===== config.mk =====
export PLATFORM = sky130hd
export DESIGN_NAME = bist_datapath
export DESIGN_NICKNAME = d
export VERILOG_FILES = /design/src/rtl/bist_datapath.sv
export SDC_FILE = /design/constraint.sdc
export NUM_CORES = 1
export LEC_CHECK = 0
export CORE_UTILIZATION = 25
export CTS_CLUSTER_DIAMETER = 150
export CTS_CLUSTER_SIZE = 24
export DETAILED_ROUTE_END_ITERATION = 8
export SETUP_SLACK_MARGIN = 0.15
export SYNTH_ARGS = -nofsm -noshare
export SYNTH_HDL_FRONTEND = slang
export SYNTH_SLANG_ARGS = --single-unit

===== constraint.sdc =====
create_clock -name clk -period 2 [get_ports clk]
set_clock_uncertainty 0.2 [all_clocks]
set_input_delay 0.2 -clock clk [delete_from_list [all_inputs] [get_ports clk]]
set_output_delay 0.2 -clock clk [all_outputs]
set_load 0.005 [all_outputs]

===== src/rtl/bist_datapath.sv =====
// bist_datapath: March-test address counter, memory strobes and read compare/fail log; define BIST_DIAG_EN to keep fail_cnt/ff_addr/ff_data
module bist_datapath #(
  parameter int AW = 4,
  parameter int DW = 8
) (
  input  logic          clk,
  input  logic          rst,
  input  logic          enable,
  input  logic          up_down,
  input  logic          rst_adr,
  input  logic          pr_res_adr,
  input  logic          data_bit,
  input  logic          wr_en,
  input  logic          read_en,
  input  logic [DW-1:0] mem_rdata,
  output logic [AW-1:0] mem_addr,
  output logic [DW-1:0] mem_wdata,
  output logic          mem_we,
  output logic          mem_re,
  output logic          c_out,
  output logic          fail,
  output logic [7:0]    fail_cnt,
  output logic [AW-1:0] ff_addr,
  output logic [DW-1:0] ff_data
);
  logic [AW-1:0] cnt;
  logic          pend;
  logic [DW-1:0] exp_data;
  logic          term;
  logic          mismatch;
  assign term      = up_down ? &cnt : ~|cnt;
  assign mem_addr  = cnt;
  assign mem_wdata = {DW{data_bit}};
  assign mem_we    = wr_en;
  assign mem_re    = read_en & ~wr_en;
  assign mismatch  = pend && (mem_rdata != exp_data);
  // Address counter: start-of-march load beats a step; c_out flags the wrap one cycle later
  always_ff @(posedge clk) begin
    if (rst) cnt <= '0;
    else if (rst_adr) cnt <= up_down ? '0 : '1;
    else if (enable) cnt <= up_down ? cnt + 1'b1 : cnt - 1'b1;
    c_out <= ~rst & ~rst_adr & enable & term;
  end
  // Read pipeline: remember that a read is in flight and what it should return
  always_ff @(posedge clk) begin
    pend <= ~rst & mem_re;
    if (mem_re) exp_data <= mem_wdata;
  end
  // Sticky fail flag; a clear discards a mismatch in the same cycle
  always_ff @(posedge clk) begin
    if (rst || pr_res_adr) fail <= 1'b0;
    else if (mismatch) fail <= 1'b1;
  end
`ifdef BIST_DIAG_EN
  logic [AW-1:0] exp_addr;
  logic [7:0]    cnt_q;
  logic [AW-1:0] addr_q;
  logic [DW-1:0] data_q;
  // Address of the in-flight read, so counter moves cannot disturb the log
  always_ff @(posedge clk) begin
    if (mem_re) exp_addr <= cnt;
  end
  // Saturating mismatch count and first-fail capture
  always_ff @(posedge clk) begin
    if (rst || pr_res_adr) begin
      cnt_q  <= '0;
      addr_q <= '0;
      data_q <= '0;
    end else if (mismatch) begin
      if (cnt_q != 8'hff) cnt_q <= cnt_q + 8'd1;
      if (!fail) begin
        addr_q <= exp_addr;
        data_q <= mem_rdata;
      end
    end
  end
  assign fail_cnt = cnt_q;
  assign ff_addr  = addr_q;
  assign ff_data  = data_q;
`else
  assign fail_cnt = '0;
  assign ff_addr  = '0;
  assign ff_data  = '0;
`endif
endmodule


==> key figures <==
Status
  – Status: finished clean

Finish
  – Register area: 170.2 sq um
  – Final Cell Area: 974.7 sq um
  – Ant diodes: 0
  – Nets: 133
  – Fillers: 261
  – Area Growth Syn to Fin: 40.87%
  – Layout cells sized above 1: 13.39%
  – Multi-input gate area: 375.4 sq um

Drt
  – DR vias: 601
  – Initial DRC Count: 8
  – DRT Pass-1 Iters: 4
  – DRT Wirelength: 1409 um
  – Post-route antenna net violation count: 0
  – Drt drc: 0
  – Per-cell routed wire length: 9.923 um
  – Via density: 4.232

Yosys
  – Yosys cell types: 30
  – Post-Synth Adder-Cell Area: 6.510%
  – Mux share of post-synthesis cell area: 1.627%
  – Syn avg cell area: 8.336 sq um
  – Post-Syn Area: 691.9 sq um
  – Sequential share of the synthesized area: 24.59%
  – Synth area leader: buf_4
  – Synth top area cells: buf_4, dfxtp_1, edfxtp_1
  – Post-Synthesis Cells: 83
  – Main combinational cell family by area after synthesis: buffers and inverters
  – Post-synthesis simple-gate area fraction: 15.91%
  – Synth Area in Compound Gates: 13.56%
  – Yosys warns: 0
  – Synth Area in XOR/XNOR: 2.532%
  – Flops & latches, synth: 8
  – Share of the synthesized area in the top cell type: 31.46%

Power
  – Comb power frac: 34.0%
  – Sw frac: 27.51%
  – Int Pwr: 0.0003482 W
  – Worst VDD drop: 0.4248 mV
  – Pwr per Cell Area: 492.9 nW/um^2
  – Overall power: 0.0004804 W
  – Register share of total power: 38.8%
  – Clk network pwr share: 27.2%
  – P_leak: 0.3962 nW
  – Psw: 0.0001322 W

Clock tree
  – Clk sink count: 8
  – Total CTS buffers: 3
  – Root Driver: clkbuf_4
  – Clk pin slew, worst setup/hold paths: 50 ps
  – Max clock buf depth: 2
  – Setup Buffers After CTS: 0
  – Post-CTS resize count: 0
  – Worst skew pair latency: 260 ps
  – Max H-tree Level: 1
  – Post-CTS Hold Buffers: 0
  – CTS tree: yes

Floorplanning
  – Initial Util: 27.19%
  – Die outline width: 54.61 um
  – DIE AREA: 2982 sq um
  – # rows: 18
  – Core Region: 2545 sq um
  – Die Y: 54.61 um
  – # IOs: 53

STA
  – Final worst slack: 225.7 ps
  – Max Freq: 563.6 MHz
  – Final setup vio count: 0
  – Final period utilization: 88.71%
  – RSZ-0062 raised after global routing: no
  – Sum Neg Setup Slack: 0 ps
  – Final-report hold violation count: 0
  – Final number of max-transition violations: 0
  – Final Critical Period: 1774 ps

Flow run
  – Total of max-cap violations: 0

Worst setup path
  – Reg2Reg Depth: 3
  – Crit Path Max Fanout: 4
  – Bufs and invs on worst path: 2
  – Critical Setup Path Class: input pin to register
  – Data arrival, critical path: 1750 ps
  – Crit path max-delay cell type: clkdlybuf4s50_1
  – Worst path required time: 1970 ps
  – CP peak stage delay: 490 ps
  – CP Depth: 7
  – Element type at the critical path end: register
  – Critical-path cell list: clkdlybuf4s50_1 -> inv_2 -> ha_1 -> nand3_2 -> nand3_1 -> a211o_1 -> a31oi_1
  – Crit-path leading delay family: buffers and inverters
  – Worst Setup Start Kind: input pin

Min path
  – Worst hold stages: 2
  – Min-Delay Path Class: input pin to register

GRT
  – GRT Residual Overflow: 0
  – GRT Util Overall: 11.05%
  – Pin count of the biggest net entering global routing: 10
  – Vias in the first global route: 524
  – Initial antenna violation count: 0
  – First-pass GRT wire length: 2283 um

Placed design
  – Post-DP Area: 925.9 sq um
  – Worst slack at placement: -89.40 ps
  – PortBufs: 32
  – Routability cong.: 0.8601
placed cells by master, fill, tap and decap left out, types with 2 or more instances in the layout:
cell type and instances:
a211o_1 2, a21oi_1 3, a31oi_1 2, buf_4 5, clkbuf_4 3, clkdlybuf4s50_1 32
conb_1 20, dfxtp_1 7, nand2_1 2, nand3_1 4, nand4_1 2, nor2_1 3
nor2b_1 2, nor3_1 3, o21a_1 2, o21ai_0 2
metal layers:
metal  track usage [%]  vias up  share of wire (%)
li1                  -      295                  -
met1             11.86      268                 40
met2             18.88       38                 52
met3             5.833        0                8.2
met4             2.564        0                  0
met5                 0        -                  0
state kept, by name (all words and copies together), names as in the netlist:
name and flops:
fail 1, mem_addr 4, exp_data 1, c_out 1
pend 1
cell type report:
type / count / area share [%]
timing repair buffer: 37 / 36.71
inverter: 2 / 0.7702
clock buffer: 4 / 2.696
multi-input combinational: 61 / 38.51
sequential: 8 / 17.46
tap: 30 / 3.851
metrics by stage:
step           hold WS, ps  instances  util (%)
2_1_floorplan        69.07        102         -
3_3_place_gp         306.3        138     36.38
3_5_place_dp         291.4        138     36.38
4_1_cts              281.6        142     37.41
5_1_grt              294.8        142     38.30
6_report             290.6        142     38.30
worst paths after layout:
| path | start | end | slack, ps |
|---|---|---|---|
| min reg2reg | pend | fail | 310 |
| min | pr_res_adr | fail | 290 |
| max reg2reg | mem_addr[0] | mem_addr[1] | 300 |
| max | up_down | mem_addr[3] | 230 |
cell usage after synthesis:
cell      instances
buf_4            29
dfxtp_1           7
nand3_1           5
a21oi_1           3
nor2_1            3
nor3_1            3
a211o_1           2
a31oi_1           2
ha_1              2
inv_1             2
nand2_1           2
nand4_1           2
nor2b_1           2
o21a_1            2
o21ai_0           2
a211oi_1          1
a21oi_2           1
and3_1            1
and3_2            1
buf_6             1
clkbuf_1          1
conb_1            1
edfxtp_1          1
fa_1              1
mux2_2            1
nor4_1            1
o211ai_1          1
or3_1             1
xnor2_1           1
xor2_1            1
power by group through the flow:
stage,clock network (W),registers (W),logic (W)
2_1_floorplan,0,0.000187,0.000106
6_report,0.000131,0.000186,0.000164
4_1_cts,0.000139,0.000185,0.000157
3_3_place_gp,0,0.000189,0.000153
3_5_place_dp,0,0.000189,0.000156
5_1_grt,0.000145,0.000188,0.000182
logic make-up (layout without fill, tap and decap cells):
| logic type | count (synthesis) | in the layout |
|---|---|---|
| buffers and inverters | 33 | 43 |
| and+or+nand+nor | 21 | 21 |
| AOI/OAI and AO/OA | 14 | 14 |
| DFF | 8 | 8 |
| adders and majority gates | 3 | 3 |
| xor gates and xnor gates | 2 | 2 |
| other | 1 | 20 |
| muxes | 1 | 1 |
(Power assumes the default switching activity.)
